### src/rtl/fifo_uart_pkg.sv
// Shared state encoding and constants for the FIFO-draining UART transmitter.
// FIFO_UART_TX_PARITY_EN adds the PARITY state to the encoding.
package fifo_uart_pkg;

    localparam int BIT_CNT_W = 4;
    localparam int MIN_DIV   = 2;

    typedef enum logic [2:0] {
        ST_IDLE    = 3'd0,
        ST_RD_WAIT = 3'd1,
        ST_START   = 3'd2,
        ST_DATA    = 3'd3,
`ifdef FIFO_UART_TX_PARITY_EN
        ST_PARITY  = 3'd5,
`endif
        ST_STOP    = 3'd4
    } state_t;

endpackage

### src/rtl/fifo_uart_tx_baud_timer.sv
// Loadable bit-time down-counter; tick marks the last clock of each bit.
module baud_timer #(
    parameter int DIV_WIDTH = 16
) (
    input  logic                 clk,
    input  logic                 rst,
    input  logic                 load,
    input  logic [DIV_WIDTH-1:0] div,
    output logic                 tick
);

    logic [DIV_WIDTH-1:0] cnt;

    // Reloads itself at terminal count so consecutive bits need no explicit load.
    always_ff @(posedge clk or posedge rst) begin
        if (rst) begin
            cnt <= '0;
        end else if (load || (cnt == '0)) begin
            cnt <= div - 1'b1;
        end else begin
            cnt <= cnt - 1'b1;
        end
    end

    assign tick = (cnt == '0);

endmodule

### src/rtl/fifo_uart_tx.sv
// Drains a registered-output FIFO and serialises each word as an async UART frame, LSB first.
// Define FIFO_UART_TX_PARITY_EN for a parity bit between data and stop (adds input parity_odd).
//
// state   | meaning
// IDLE    | line high, waiting for enable and a non-empty FIFO
// RD_WAIT | read strobe out, waiting for the registered FIFO word
// START   | start bit, tx low
// DATA    | data bits, LSB first
// PARITY  | parity bit (parity builds only)
// STOP    | stop bit; next word is prefetched here
module fifo_uart_tx
    import fifo_uart_pkg::*;
#(
    parameter int DATA_WIDTH = 8,
    parameter int DIV_WIDTH  = 16
) (
    input  logic                  clk,
    input  logic                  rst,
    input  logic                  enable,
    input  logic [DIV_WIDTH-1:0]  baud_div,
`ifdef FIFO_UART_TX_PARITY_EN
    input  logic                  parity_odd,
`endif
    input  logic                  fifo_empty,
    output logic                  fifo_read,
    input  logic [DATA_WIDTH-1:0] fifo_data,
    input  logic                  fifo_data_valid,
    output logic                  tx,
    output logic                  busy,
    output logic                  tx_done
);

    localparam logic [BIT_CNT_W-1:0] LAST_BIT  = BIT_CNT_W'(DATA_WIDTH - 1);
    localparam logic [DIV_WIDTH-1:0] MIN_DIV_W = DIV_WIDTH'(MIN_DIV);

    state_t                state, state_d;
    logic [DATA_WIDTH-1:0] shift_q, shift_d;
    logic [DATA_WIDTH-1:0] next_data_q, next_data_d;
    logic                  next_vld_q, next_vld_d;
    logic [BIT_CNT_W-1:0]  bit_cnt_q, bit_cnt_d;
    logic [DIV_WIDTH-1:0]  div_q, div_d;
    logic [DIV_WIDTH-1:0]  div_clamped, timer_div;
    logic                  rd_pend_q;
    logic                  fifo_read_d;
    logic                  tx_d;
    logic                  timer_load;
    logic                  tick;
    logic                  load_word;
    logic [DATA_WIDTH-1:0] load_data;
    logic                  rd_hit;
`ifdef FIFO_UART_TX_PARITY_EN
    logic                  par_q, par_d;
`endif

    assign div_clamped = (baud_div < MIN_DIV_W) ? MIN_DIV_W : baud_div;
    assign timer_div   = timer_load ? div_clamped : div_q;
    // The FIFO word is only trusted in the cycle right after our own strobe.
    assign rd_hit      = rd_pend_q && fifo_data_valid;

    baud_timer #(
        .DIV_WIDTH(DIV_WIDTH)
    ) u_baud_timer (
        .clk  (clk),
        .rst  (rst),
        .load (timer_load),
        .div  (timer_div),
        .tick (tick)
    );

    always_comb begin
        state_d     = state;
        shift_d     = shift_q;
        next_data_d = next_data_q;
        next_vld_d  = next_vld_q;
        bit_cnt_d   = bit_cnt_q;
        div_d       = div_q;
        fifo_read_d = 1'b0;
        timer_load  = 1'b0;
        load_word   = 1'b0;
        load_data   = fifo_data;
`ifdef FIFO_UART_TX_PARITY_EN
        par_d       = par_q;
`endif

        case (state)
            ST_IDLE: begin
                if (!fifo_empty) begin
                    fifo_read_d = 1'b1;
                    state_d     = ST_RD_WAIT;
                end
            end
            ST_RD_WAIT: begin
                if (rd_pend_q) begin
                    if (fifo_data_valid) begin
                        load_word = 1'b1;
                    end else begin
                        state_d = ST_IDLE;
                    end
                end
            end
            ST_START: begin
                if (tick) begin
                    state_d   = ST_DATA;
                    bit_cnt_d = '0;
                end
            end
            ST_DATA: begin
                if (tick) begin
                    shift_d = shift_q >> 1;
                    if (bit_cnt_q == LAST_BIT) begin
                        bit_cnt_d = '0;
`ifdef FIFO_UART_TX_PARITY_EN
                        state_d   = ST_PARITY;
`else
                        state_d   = ST_STOP;
`endif
                    end else begin
                        bit_cnt_d = bit_cnt_q + 1'b1;
                    end
                end
            end
`ifdef FIFO_UART_TX_PARITY_EN
            ST_PARITY: begin
                if (tick) begin
                    state_d = ST_STOP;
                end
            end
`endif
            ST_STOP: begin
                if (tick) begin
                    if (next_vld_q) begin
                        load_word  = 1'b1;
                        load_data  = next_data_q;
                        next_vld_d = 1'b0;
                    end else if (rd_hit) begin
                        load_word = 1'b1;
                    end else begin
                        state_d = ST_IDLE;
                    end
                end else if (rd_hit) begin
                    next_data_d = fifo_data;
                    next_vld_d  = 1'b1;
                end
            end
            default: state_d = ST_IDLE;
        endcase

        // Strobe lands on the first stop-bit cycle so the word is back before the bit ends.
        if ((state_d == ST_STOP) && (state != ST_STOP) && !fifo_empty) begin
            fifo_read_d = 1'b1;
        end

        if (load_word) begin
            state_d    = ST_START;
            shift_d    = load_data;
            div_d      = div_clamped;
            timer_load = 1'b1;
`ifdef FIFO_UART_TX_PARITY_EN
            par_d      = (^load_data) ^ parity_odd;
`endif
        end

        if (!enable) begin
            state_d     = ST_IDLE;
            next_vld_d  = 1'b0;
            fifo_read_d = 1'b0;
        end

        case (state_d)
            ST_START:  tx_d = 1'b0;
            ST_DATA:   tx_d = shift_d[0];
`ifdef FIFO_UART_TX_PARITY_EN
            ST_PARITY: tx_d = par_q;
`endif
            default:   tx_d = 1'b1;
        endcase
    end

    always_ff @(posedge clk or posedge rst) begin
        if (rst) begin
            state       <= ST_IDLE;
            shift_q     <= '0;
            next_data_q <= '0;
            next_vld_q  <= 1'b0;
            bit_cnt_q   <= '0;
            div_q       <= '0;
            rd_pend_q   <= 1'b0;
            fifo_read   <= 1'b0;
            tx          <= 1'b1;
`ifdef FIFO_UART_TX_PARITY_EN
            par_q       <= 1'b0;
`endif
        end else begin
            state       <= state_d;
            shift_q     <= shift_d;
            next_data_q <= next_data_d;
            next_vld_q  <= next_vld_d;
            bit_cnt_q   <= bit_cnt_d;
            div_q       <= div_d;
            rd_pend_q   <= fifo_read && enable;
            fifo_read   <= fifo_read_d;
            tx          <= tx_d;
`ifdef FIFO_UART_TX_PARITY_EN
            par_q       <= par_d;
`endif
        end
    end

    assign busy    = (state != ST_IDLE);
    assign tx_done = (state == ST_STOP) && tick;

endmodule

### config.mk
export PLATFORM = sky130hd
export DESIGN_NAME = fifo_uart_tx
export DESIGN_NICKNAME = d
export VERILOG_FILES = /design/src/rtl/fifo_uart_pkg.sv /design/src/rtl/fifo_uart_tx_baud_timer.sv /design/src/rtl/fifo_uart_tx.sv
export SDC_FILE = /design/constraint.sdc
export NUM_CORES = 1
export LEC_CHECK = 0
export CORE_MARGIN = 4
export CORE_UTILIZATION = 55
export DETAILED_ROUTE_END_ITERATION = 10
export PLACE_DENSITY = 0.78
export SLEW_MARGIN = 20
export SYNTH_ARGS = -nofsm -noshare
export SYNTH_HDL_FRONTEND = slang
export SYNTH_HIERARCHICAL = 1
export SYNTH_SLANG_ARGS = --single-unit
### constraint.sdc
create_clock -name clk -period 12.61 [get_ports clk]
set_clock_uncertainty 0.1 [all_clocks]
set_input_delay 1.261 -clock clk [delete_from_list [all_inputs] [get_ports clk]]
set_output_delay 1.261 -clock clk [all_outputs]
set_load 0.1 [all_outputs]
# Yosys cells after proc, flatten, opt, wreduce, memory -nomap -nowiden
# Cells that the tools add are included.
# W data, S select, Z words.
dict set report totals {
  ram_bits 0
  wordCells 87
  memories 0
  reg_bits 59
  latch_bits 0
  mem_bits_ro 0
  in_bits 29
  output_inout_bits 4
}
dict set report classes {
  shifts 0
  n_div 0
  n_lt_le_gt_ge 1
  add_sub_neg 3
  n_eq_ne 13
  n_mux 41
  reduce_logical 17
  multipliers 0
  bitwise_logic 1
}
# cell n
set ops {}
lappend ops {{$mux W16} 3}
lappend ops {{$mux W8} 6}
lappend ops {{$mux W3} 11}
lappend ops {{$sub A16 B1 Y16 const B} 2}
lappend ops {{$logic_not A16 Y1} 1}
lappend ops {{$lt A16 B2 Y1 const B} 1}
lappend ops {{$pmux W3 S5} 1}
lappend ops {{$mux W1} 14}
lappend ops {{$eq A3 B2 Y1 const B} 4}
lappend ops {{$mux W4} 3}
lappend ops {{$pmux W4 S2} 1}
lappend ops {{$eq A3 B3 Y1 const B} 2}
lappend ops {{$reduce_and A3 Y1} 2}
lappend ops {{$reduce_bool A2 Y1} 3}
lappend ops {{$logic_and A1 B1 Y1} 5}
lappend ops {{$add A4 B1 Y4 const B} 1}
lappend ops {{$eq A4 B3 Y1 const B} 1}
lappend ops {{$ne A2 B2 Y1 const B} 2}
lappend ops {{$pmux W1 S2} 2}
lappend ops {{$reduce_and A2 Y1} 2}
lappend ops {{$eq A3 B1 Y1 const B} 1}
lappend ops {{$logic_not A3 Y1} 1}
lappend ops {{$ne A3 B1 Y1 const B} 1}
lappend ops {{$ne A3 B3 Y1 const B} 1}
lappend ops {{5 further kinds} 5}

# Logic depth before layout (Yosys ltp)
# Gate-level depths: netlist of the first run.
dict set report logic_depth {
  word_depth 10
  depth_mapped 17
  mapped_depth_nobuf 14
}

# Modules after synthesis
# The synthesis of the first run kept the hierarchy.
# module seq_area_each_um2 cells_per_inst area_per_inst_um2 n_inst
set modules_own_cells {}
lappend modules_own_cells {fifo_uart_tx 1077.3 153 1999.4 1}
lappend modules_own_cells {baud_timer 400.4 126 1157.4 1}

# Least setup slack after synthesis of the first run
# OpenSTA, ideal clock, no wires.
dict set report synth_path {
  path_type {register to register}
  startpoint {reg u_baud_timer.cnt[1]}
  endpoint {reg u_baud_timer.cnt[10]}
  setup_time_ps 123
  stages_incl_launch_ff 18
  t_arrival_ps 4079
  n_path_buf 3
  synth_period_minus_slack_ps 4302
  path_slack_ps 8308
  t_required_ps 12387
  path_cell_list {dfrtp_1 > nor4_1 > nand2_1 > nor3b_2 > buf_2 > and4bb_4 > a32oi_4 > inv_1 > clkbuf_1 > nor2_1 > buf_4 > mux2i_1 > ha_1 > nand3_1 > nor4_1 > nor2b_1 > xnor2_1 > a21oi_1}
}
dict set report synth_via {
  elab_chain_cells 7
  elab_cells_between_ends 9
  classes_between {add/sub (2); mux (5); reduce/logical (2)}
}
# element line_no
set synth_lines {}
lappend synth_lines {{from (decl)} fifo_uart_tx_baud_timer.sv:12} ;# logic [DIV_WIDTH-1:0] cnt;
lappend synth_lines {{from (signal assigned)} fifo_uart_tx_baud_timer.sv:19} ;# cnt <= div - 1'b1;
lappend synth_lines {{from (signal assigned)} fifo_uart_tx_baud_timer.sv:21} ;# cnt <= cnt - 1'b1;
lappend synth_lines {{$logic_not A16 Y1 (*)} fifo_uart_tx_baud_timer.sv:25} ;# assign tick = (cnt == '0);
lappend synth_lines {{named net tick} fifo_uart_tx.sv:47} ;# logic tick;
lappend synth_lines {{$mux W1 (*)} fifo_uart_tx.sv:130} ;# if (tick) begin
lappend synth_lines {{$pmux W1 S2 (*)} fifo_uart_tx.sv:85} ;# case (state)
lappend synth_lines {{named net load_word} fifo_uart_tx.sv:48} ;# logic load_word;
lappend synth_lines {{$mux W1 (*)} fifo_uart_tx.sv:153} ;# if (load_word) begin
lappend synth_lines {{$mux W16} fifo_uart_tx.sv:56} ;# assign timer_div = timer_load ? div_clamped : div_q;
lappend synth_lines {{$sub A16 B1 Y16} fifo_uart_tx_baud_timer.sv:19}
lappend synth_lines {{$mux W16 (*)} fifo_uart_tx_baud_timer.sv:18} ;# end else if (load || (cnt == '0)) begin
# The timed path passes the listed nets; every way through them passes the cells marked *.
# A chain may end at the register's enable or synchronous reset.

# Worst setup path in the final report of the first run
dict set report layout_path {
  startpoint {in fifo_data_valid}
  endpoint {reg u_baud_timer.cnt[10]}
}
dict set report layout_via {
  elab_chain_cells 9
  elab_cells_between_ends 12
  classes_between {add/sub (1); mux (9); reduce/logical (2)}
}
# element line_no
set layout_lines {}
lappend layout_lines {{from (decl)} fifo_uart_tx.sv:27} ;# input logic fifo_data_valid,
lappend layout_lines {{$logic_and A1 B1 Y1} fifo_uart_tx.sv:58} ;# assign rd_hit = rd_pend_q && fifo_data_valid;
lappend layout_lines {{$mux W1} fifo_uart_tx.sv:135} ;# end else if (rd_hit) begin
lappend layout_lines {{$mux W1} fifo_uart_tx.sv:131} ;# if (next_vld_q) begin
lappend layout_lines {{$mux W1} fifo_uart_tx.sv:130}
lappend layout_lines {{$pmux W1 S2 (*)} fifo_uart_tx.sv:85}
lappend layout_lines {{named net load_word} fifo_uart_tx.sv:48}
lappend layout_lines {{$mux W1 (*)} fifo_uart_tx.sv:153}
lappend layout_lines {{$mux W16} fifo_uart_tx.sv:56}
lappend layout_lines {{$sub A16 B1 Y16} fifo_uart_tx_baud_timer.sv:19}
lappend layout_lines {{$mux W16 (*)} fifo_uart_tx_baud_timer.sv:18}
# Marked as above.

==> results of run 1 <==
[area by class of cell]
| class | instances | area [sq um] |
|---|---|---|
| repair buffers | 34 | 335.3 |
| clock inverters | 2 | 10.01 |
| clock buffers | 13 | 168.9 |
| fillers | 444 | 1838 |
| well taps | 72 | 90.09 |
| multi-input cells | 203 | 1587 |
| inverters | 9 | 33.78 |
| flip-flops and latches | 59 | 1478 |
[Yosys cell counts, types with 4 or more instances]
| library cell | count |
|---|---|
| a21oi_1 | 6 |
| dfrtp_1 | 58 |
| inv_1 | 8 |
| mux2_2 | 21 |
| mux2i_1 | 31 |
| nand2_1 | 16 |
| nand3_1 | 4 |
| nor2_1 | 15 |
| nor3_1 | 13 |
| nor4_1 | 9 |
| o21ai_0 | 6 |
| xnor2_1 | 11 |
| xor2_1 | 10 |
[cells by family (layout without fill, tap and decap cells)]
family | count (synthesis) | after routing | synth area share
compound gates | 40 | 40 | 0.09711
xor+xnor | 21 | 21 | 0.05826
fa+ha+maj | 2 | 2 | 0.007926
buf+inv | 17 | 58 | 0.02933
flops | 59 | 59 | 0.4681
mux | 53 | 53 | 0.1768
simple gates | 87 | 87 | 0.1625
[metrics by stage]
step,power (mW),utilization
after floorplan,0.3949,-
final,0.5961,0.6682
after detailed placement,0.4408,0.6360
after global routing,0.6351,0.6682
after global placement,0.4361,0.6360
after CTS,0.5977,0.6682
[power groups by stage]
stage | combinational, mW | sequential [mW] | clock (mW)
2_1_floorplan | 0.132 | 0.263 | 0
3_3_place_gp | 0.167 | 0.269 | 0
3_5_place_dp | 0.170 | 0.271 | 0
4_1_cts | 0.171 | 0.268 | 0.159
5_1_grt | 0.191 | 0.276 | 0.169
6_report | 0.171 | 0.269 | 0.156
[layout by cell type, fill, tap and decap left out, types with 8 or more instances in the layout]
cell | synthesis | routed
dfrtp_1 | 58 | 58
mux2_2 | 21 | 21
nor4_1 | 9 | 9
nor3_1 | 13 | 13
inv_1 | 8 | 8
xor2_1 | 10 | 10
nor2_1 | 15 | 15
nand2_1 | 16 | 16
clkbuf_8 | 0 | 12
clkdlybuf4s50_1 | 0 | 32
xnor2_1 | 11 | 11
mux2i_1 | 31 | 31
[routing by layer]
layer	global-route usage	up-vias	routed length, microns
met5	0	-	0
met3	0.05133	8	330
li1	-	1096	-
met2	0.3051	54	2987
met4	0.07456	0	67
met1	0.2641	1098	2973
[worst max-delay path: cells and delay by family]
family | cells | cell delay (ps)
AOI/OAI and AO/OA | 2 | 910
xor gates and xnor gates | 1 | 130
adders and majority gates | 1 | 280
buffers and inverters | 2 | 890
muxes | 1 | 320
and+or+nand+nor | 5 | 1840
[state kept, by name (all words and copies together), names as in the netlist]
name,flops
shift_q,8
u_baud_timer/cnt,16
state,3
bit_cnt_q,4
next_vld_q,1
rd_pend_q,1
next_data_q,8
div_q,16
tx,1
fifo_read,1
[final timing paths]
kind / startpoint / endpoint / slack, ps
setup / recovery: fifo_data_valid / u_baud_timer/cnt[10] / 7020
hold / removal: fifo_read / rd_pend_q / 380
setup reg to reg: u_baud_timer/cnt[9] / u_baud_timer/cnt[10] / 7530
hold reg to reg: fifo_read / rd_pend_q / 380
max in group asynchronous: rst / tx / 10730
min in group asynchronous: rst / u_baud_timer/cnt[7] / 1250
==> flow_summary.ini, run 1 <==
[yosys]
synth_cells = 279
synth.top_cell.area_share = 0.4598
synth_area_leaders = dfrtp_1, mux2i_1, mux2_2
yosysUniqueCellTypes = 60
syn_area_sq_um = 3157
yosysSeqAreaShare = 0.4681
ys.flop_type = dfrtp_1
syn_avg_cell_area_sq_um = 11.31
synth_fp_nets = 310
synth_top_area_cell = dfrtp_1
synth-edff-count = 0
synth-seq-cells = 59
yosysWarnings = 6
ys_async_sr_fraction = 1.000

[finish]
finish.instance_area_sq_um = 3702
area_delta_synth_final_pct = 17.28
nets = 347
diodes = 0
fin_cells = 392
drive_gt1_frac = 0.1719

[cts]
cts_tree = yes
post_cts_buffers = 0
clkSlewWorstSetupHoldPaths_ps = 70
clockRootBuffer = clkbuf_8
hold_buffers = 0
clock_path_buffers = 2
cts_resized = 0
cts.sinks = 59
numCtsBuffers = 9
clk-insertion-delay-late_ps = 330
h-tree-depth = 3

[placed_design]
portBuffers = 32
gp_congestion = 0.8471
placed_area_sq_um = 3523
placed_cells = 377
dp_hpwl_microns = 4579
place_ws_ps = 6665

[critical_path]
start_kind = primary input
cp-end-kind = flop
required_ps = 12670
critPathKind = in2reg
path_cells = clkdlybuf4s50_1 > and2_1 > a32oi_4 > inv_1 > nor2_1 > mux2i_1 > ha_1 > nand3_1 > nor4_1 > nor2b_1 > xnor2_1 > a21oi_1
r2r.worst_path.cells = 15
slowest_stage = nor2_1
worst-endpoint-arrival_ps = 5650
critPathMaxFanout = 26
slowest_delay_ps = 890

[timing]
fin_crit_ps = 5587
rsz0062_at_grt = false
finalCritPeriodShare = 0.4431
setup_violations = 0
hold_violations = 0
finalMaxSlewViolations = 0
hold_ws_ps = 383.1
tightest_slew_ps = 1001
fmax_ghz = 0.1790
setup_tns_ps = 0
slew_headroom = 0.3299
worst_slack_ps = 7023

[detailed_routing]
totalWireLength_microns = 6358
num_vias = 2256
drc = 0
vias_per_cell = 5.755
drt_iter0_drc = 103
drt_first_pass_iters = 4
drt.antenna.violating_nets = 0
wl_per_cell_microns = 16.22

[global_routing]
grt_overflow = 0
antenna_found_initial = 0
grt_max_degree = 44
grt_pass1_vias = 2257
grt_pass1_wl_microns = 10940
grt_use_total = 0.1964

[power_and_ir_drop]
total_leakage_power_nw = 1.705
pwr-share-comb = 0.287
pwr-share-clk = 0.262
swShare = 0.3342
p_sw_uw = 199.2
ir_drop_uv = 106.6
power_density_nw_per_um2 = 161.0
intPower_uw = 396.9
seqPwrFrac = 0.451

[die]
fp.dieW_microns = 83.76
initial_core_util = 0.5698
core-area_sq_um = 5540
num_io_pins = 33
rows = 27
die-height_microns = 83.76
die-area_sq_um = 7016

[status]
outcome = complete, no violations

[min_path]
hold_depth = 1
min_path_type = reg2reg

[run]
maxCapViolCount = 0
No activity file was read; power rests on OpenSTA's default activity.
==> run 2, diff against run 1 <==
==> constraint.sdc (replaced) <==
create_clock -name clk -period 5.75 [get_ports clk]
set_clock_uncertainty 0.1 [all_clocks]
set_input_delay 0.575 -clock clk [delete_from_list [all_inputs] [get_ports clk]]
set_output_delay 0.575 -clock clk [all_outputs]
set_load 0.1 [all_outputs]
==> run 2 against run 1 <==
Register-to-register slack lost 6500 ps. Setup slack lost 6000 ps. Count of clock-buffer cells in the layout shrank 4. Utilization grew 0.81 points. Clock power grew to 2.6 times the previous value. Hold slack gained 6.7 ps. Largest power group unchanged. Critical path depth grew 4. Critical endpoint unchanged. Via count grew 2.0%. Flip-flop and latch count is the same. Highest routed layer unchanged. Global-route usage shrank 0.15 points. Non-clock buffer count grew 1. Cell area grew 1.2%.
==> flow_summary.ini, run 2 (same netlist as run 1, synthesis figures left out) <==
[critical_path]
worst-endpoint-arrival_ps = 4850
required_ps = 5860
r2r.worst_path.cells = 16
slowest_stage = nor4_1
cp-end-kind = flop
start_kind = flop
critPathKind = reg2reg
critPathMaxFanout = 26
slowest_delay_ps = 650
path_cells = nor4_1 > nand2_1 > nor3b_2 > buf_4 > and4bb_4 > a32oi_4 > inv_1 > nor2_1 > buf_4 > mux2i_1 > ha_1 > nand3_1 > nor4_1 > nor2b_1 > xnor2_1 > a21oi_1

[die]
rows = 27
core-area_sq_um = 5540
die-area_sq_um = 7016
die-height_microns = 83.76
initial_core_util = 0.5698
fp.dieW_microns = 83.76
num_io_pins = 33

[timing]
slew_headroom = 0.3554
setup_violations = 0
finalMaxSlewViolations = 0
tightest_slew_ps = 963.8
hold_violations = 0
rsz0062_at_grt = false
fmax_ghz = 0.2113
fin_crit_ps = 4733
finalCritPeriodShare = 0.8232
setup_tns_ps = 0

[cts]
cts_tree = yes
post_cts_buffers = 0
clockRootBuffer = clkbuf_8
clock_path_buffers = 2
hold_buffers = 0
cts.sinks = 59
cts_resized = 0
numCtsBuffers = 9
clkSlewWorstSetupHoldPaths_ps = 70
clk-insertion-delay-late_ps = 330
h-tree-depth = 3

[detailed_routing]
drc = 0
totalWireLength_microns = 6463
drt_first_pass_iters = 6
num_vias = 2302
drt_iter0_drc = 120
wl_per_cell_microns = 16.40
vias_per_cell = 5.843
drt.antenna.violating_nets = 0

[placed_design]
portBuffers = 32
dp_hpwl_microns = 4608
gp_congestion = 0.8326

[global_routing]
grt_overflow = 0
grt_pass1_vias = 2291
antenna_found_initial = 0
grt_pass1_wl_microns = 10830
grt_use_total = 0.1949
grt_max_degree = 44

[finish]
largest_registers = div_q x16, u_baud_timer/cnt x16
nets = 348
area_delta_synth_final_pct = 18.71
final_cell_mix = dfrtp_1, clkdlybuf4s50_1, mux2i_1
fillers = 412
diodes = 0
drive_gt1_frac = 0.1801
mostFrequentLayoutCell = dfrtp_1
final_core_util = 0.6764

[min_path]
hold_depth = 1
min_path_type = reg2reg

[power_and_ir_drop]
power_density_nw_per_um2 = 369.3
ir_drop_uv = 215.6
total_leakage_power_nw = 1.727

[status]
outcome = complete, no violations

[run]
maxCapViolCount = 0
-- run 2: final timing paths --
path                                startpoint                   end  slack [ps]
setup / recovery           u_baud_timer/cnt[1]  u_baud_timer/cnt[10]        1020
hold / removal                       fifo_read             rd_pend_q         390
setup reg to reg           u_baud_timer/cnt[1]  u_baud_timer/cnt[10]        1020
hold reg to reg                      fifo_read             rd_pend_q         390
max in group asynchronous                  rst                    tx        4570
min in group asynchronous                  rst  u_baud_timer/cnt[12]         540
-- run 2: routing by layer --
metal,track usage,vias up,share of wire
met2,0.3015,44,0.48
met3,0.05824,10,0.041
met1,0.2612,1146,0.46
met5,0,-,0
li1,-,1102,-
met4,0.06725,0,0.017
-- run 2: per-stage QoR --
stage / worst slack [ps] / area (sq um) / power (mW) / std cells / hold slack [ps]
finish: 1017 / 3747 / 1.384 / 394 / 389.8
CTS: 1080 / 3747 / 1.390 / 394 / 396.3
global route: 611.8 / 3747 / 1.470 / 394 / 420.3
global placement: 1210 / 3531 / 0.9595 / 378 / 367.2
floorplan: 1448 / 3157 / 0.8661 / 279 / 364.9
detailed placement: 1053 / 3531 / 0.9718 / 378 / 377.9
-- run 2: area by class of cell --
| class | count | area [sq um] | share of cell area |
|---|---|---|---|
| flip-flops and latches | 59 | 1478 | 0.3943 |
| clock buffers | 9 | 123.9 | 0.03306 |
| inverters | 9 | 33.78 | 0.009015 |
| multi-input cells | 203 | 1587 | 0.4234 |
| repair buffers | 35 | 342.8 | 0.09149 |
| clock inverters | 7 | 92.59 | 0.02471 |
| well taps | 72 | 90.09 | 0.02404 |
-- run 2: power breakdown --
part / total (mW) / internal [mW] / switching (mW) / leakage [nW]
combinational: 0.385 / 0.175 / 0.210 / 0.865
clock: 0.407 / 0.243 / 0.164 / 0.113
sequential: 0.591 / 0.508 / 0.0835 / 0.748
-- run 2: worst max-delay path: cells and delay by family (launching register included) --
| family | cells | cell delay (ps) |
|---|---|---|
| DFF | 1 | 390 |
| adders and majority gates | 1 | 300 |
| and+or+nand+nor | 8 | 2240 |
| AOI/OAI and AO/OA | 2 | 300 |
| xor gates and xnor gates | 1 | 130 |
| buffers and inverters | 3 | 910 |
| muxes | 1 | 210 |
==> run 3, diff against run 2 <==
==> constraint.sdc (replaced) <==
create_clock -name clk -period 4.9 [get_ports clk]
set_clock_uncertainty 0.1 [all_clocks]
set_input_delay 0.49 -clock clk [delete_from_list [all_inputs] [get_ports clk]]
set_output_delay 0.49 -clock clk [all_outputs]
set_load 0.1 [all_outputs]
==> run 3 against run 2 <==
Register-to-register slack got worse by 420 ps. Wire length fell by 3.0%. Global-route usage rose by 0.53 points. First-iteration DRC count fell by 19%. Power rose by 14%. Sequential power rose by 17%. Critical path type unchanged. Critical endpoint is now u_baud_timer/cnt[11]. Highest routed layer unchanged.
==> flow_summary.ini, run 3 (same netlist as run 1, synthesis figures left out) <==
[critical_path]
r2r_slack_ps = 600
worst-endpoint-arrival_ps = 4450
cp-end-kind = flop
required_ps = 5050
critPathMaxFanout = 26
timing.rr.end = u_baud_timer/cnt[11]
start_kind = flop
reg2reg_from = u_baud_timer/cnt[1]
r2r.worst_path.cells = 13
critPathKind = reg2reg

[cts]
post_cts_buffers = 0
h-tree-depth = 3
clk-insertion-delay-late_ps = 330
clockRootBuffer = clkbuf_8
hold_buffers = 0
cts_resized = 0
clock_path_buffers = 2
cts.sinks = 59
cts_tree = yes
numCtsBuffers = 9
clkSlewWorstSetupHoldPaths_ps = 60

[finish]
largest_registers = div_q x16, u_baud_timer/cnt x16
final_cell_mix = dfrtp_1, mux2i_1, clkdlybuf4s50_1
area_delta_synth_final_pct = 18.39
fin_cells = 395
nets = 350
diodes = 0
mostFrequentLayoutCell = dfrtp_1
drive_gt1_frac = 0.1796
finish.instance_area_sq_um = 3737
fillers = 416

[die]
die-area_sq_um = 7016
rows = 27
num_io_pins = 33
fp.dieW_microns = 83.76
initial_core_util = 0.5698
core-area_sq_um = 5540
die-height_microns = 83.76

[global_routing]
grt_pass1_wl_microns = 11210
antenna_found_initial = 0
grt_use_total = 0.2001
grt_pass1_vias = 2330
grt_overflow = 0
grt_max_degree = 44

[timing]
hold_violations = 0
setup_tns_ps = 0
rsz0062_at_grt = false
finalMaxSlewViolations = 0
fmax_ghz = 0.2324
finalCritPeriodShare = 0.8782
slew_headroom = 0.3545
tightest_slew_ps = 965.2
setup_violations = 0
worst_slack_ps = 596.6
fin_crit_ps = 4303
hold_ws_ps = 395.6

[placed_design]
placed_area_sq_um = 3543
placed_cells = 380
dp_hpwl_microns = 4565
place_ws_ps = 638.8
portBuffers = 32
gp_congestion = 0.8400

[power_and_ir_drop]
total_leakage_power_nw = 1.726
ir_drop_uv = 267.9
power_density_nw_per_um2 = 421.7

[status]
outcome = complete, no violations

[detailed_routing]
vias_per_cell = 5.749
totalWireLength_microns = 6269
num_vias = 2271
wl_per_cell_microns = 15.87
drc = 0
drt.antenna.violating_nets = 0
drt_first_pass_iters = 4
drt_iter0_drc = 97

[run]
maxCapViolCount = 0

[min_path]
min_path_type = reg2reg
worstHoldStart = fifo_read
whs_endpoint = rd_pend_q
hold_depth = 1
-- run 3: per-layer routing --
layer,vias up,routed length (microns),GRT usage,share of wire
li1,1107,-,-,-
met1,1109,2907,0.2722,0.46
met5,-,0,0,0
met4,0,88,0.05702,0.014
met2,49,2965,0.3030,0.47
met3,6,308,0.07108,0.049
-- run 3: worst max-delay path, stage by stage, from the launching register on --
cell and delay, ps:
dfrtp_1 390, nor4_1 580, nand2_1 200, nor3b_2 320, and4bb_4 330, a32oi_4 220
a41oi_1 380, a2bb2oi_1 200, or4_4 560, nor2_4 140, o21ai_2 100, or4_4 430
xor2_1 150, mux2i_1 120
-- run 3: per-stage QoR --
step	power (mW)	util
5_1_grt	1.688	0.6746
3_3_place_gp	1.128	0.6396
3_5_place_dp	1.141	0.6396
6_report	1.576	0.6746
4_1_cts	1.585	0.6746
2_1_floorplan	1.016	-
-- run 3: area by class of cell --
type	instances	area (sq um)	area share
Clock buffer	13	158.9	0.04252
Clock inverter	2	35.03	0.009374
Inverter	9	33.78	0.009039
Multi-Input combinational cell	203	1587	0.4245
Sequential cell	59	1478	0.3954
Tap cell	72	90.09	0.02410
Timing Repair Buffer	37	355.3	0.09508
-- run 3: power by group --
| part | switching [mW] | leakage (nW) | internal [mW] |
|---|---|---|---|
| logic | 0.240 | 0.878 | 0.210 |
| registers | 0.0938 | 0.748 | 0.596 |
| clock network | 0.176 | 0.0995 | 0.259 |
-- run 3: worst max-delay path by stage --
stage,to,depth (start not counted),slack (ps),from
3_3_place_gp,u_baud_timer/cnt[11],12,610,u_baud_timer/cnt[1]
3_5_place_dp,u_baud_timer/cnt[11],13,640,u_baud_timer/cnt[1]
2_1_floorplan,u_baud_timer/cnt[10],17,600,u_baud_timer/cnt[1]
6_report,u_baud_timer/cnt[11],13,600,u_baud_timer/cnt[1]
4_1_cts,u_baud_timer/cnt[11],13,600,u_baud_timer/cnt[1]
5_1_grt,u_baud_timer/cnt[10],14,300,u_baud_timer/cnt[1]
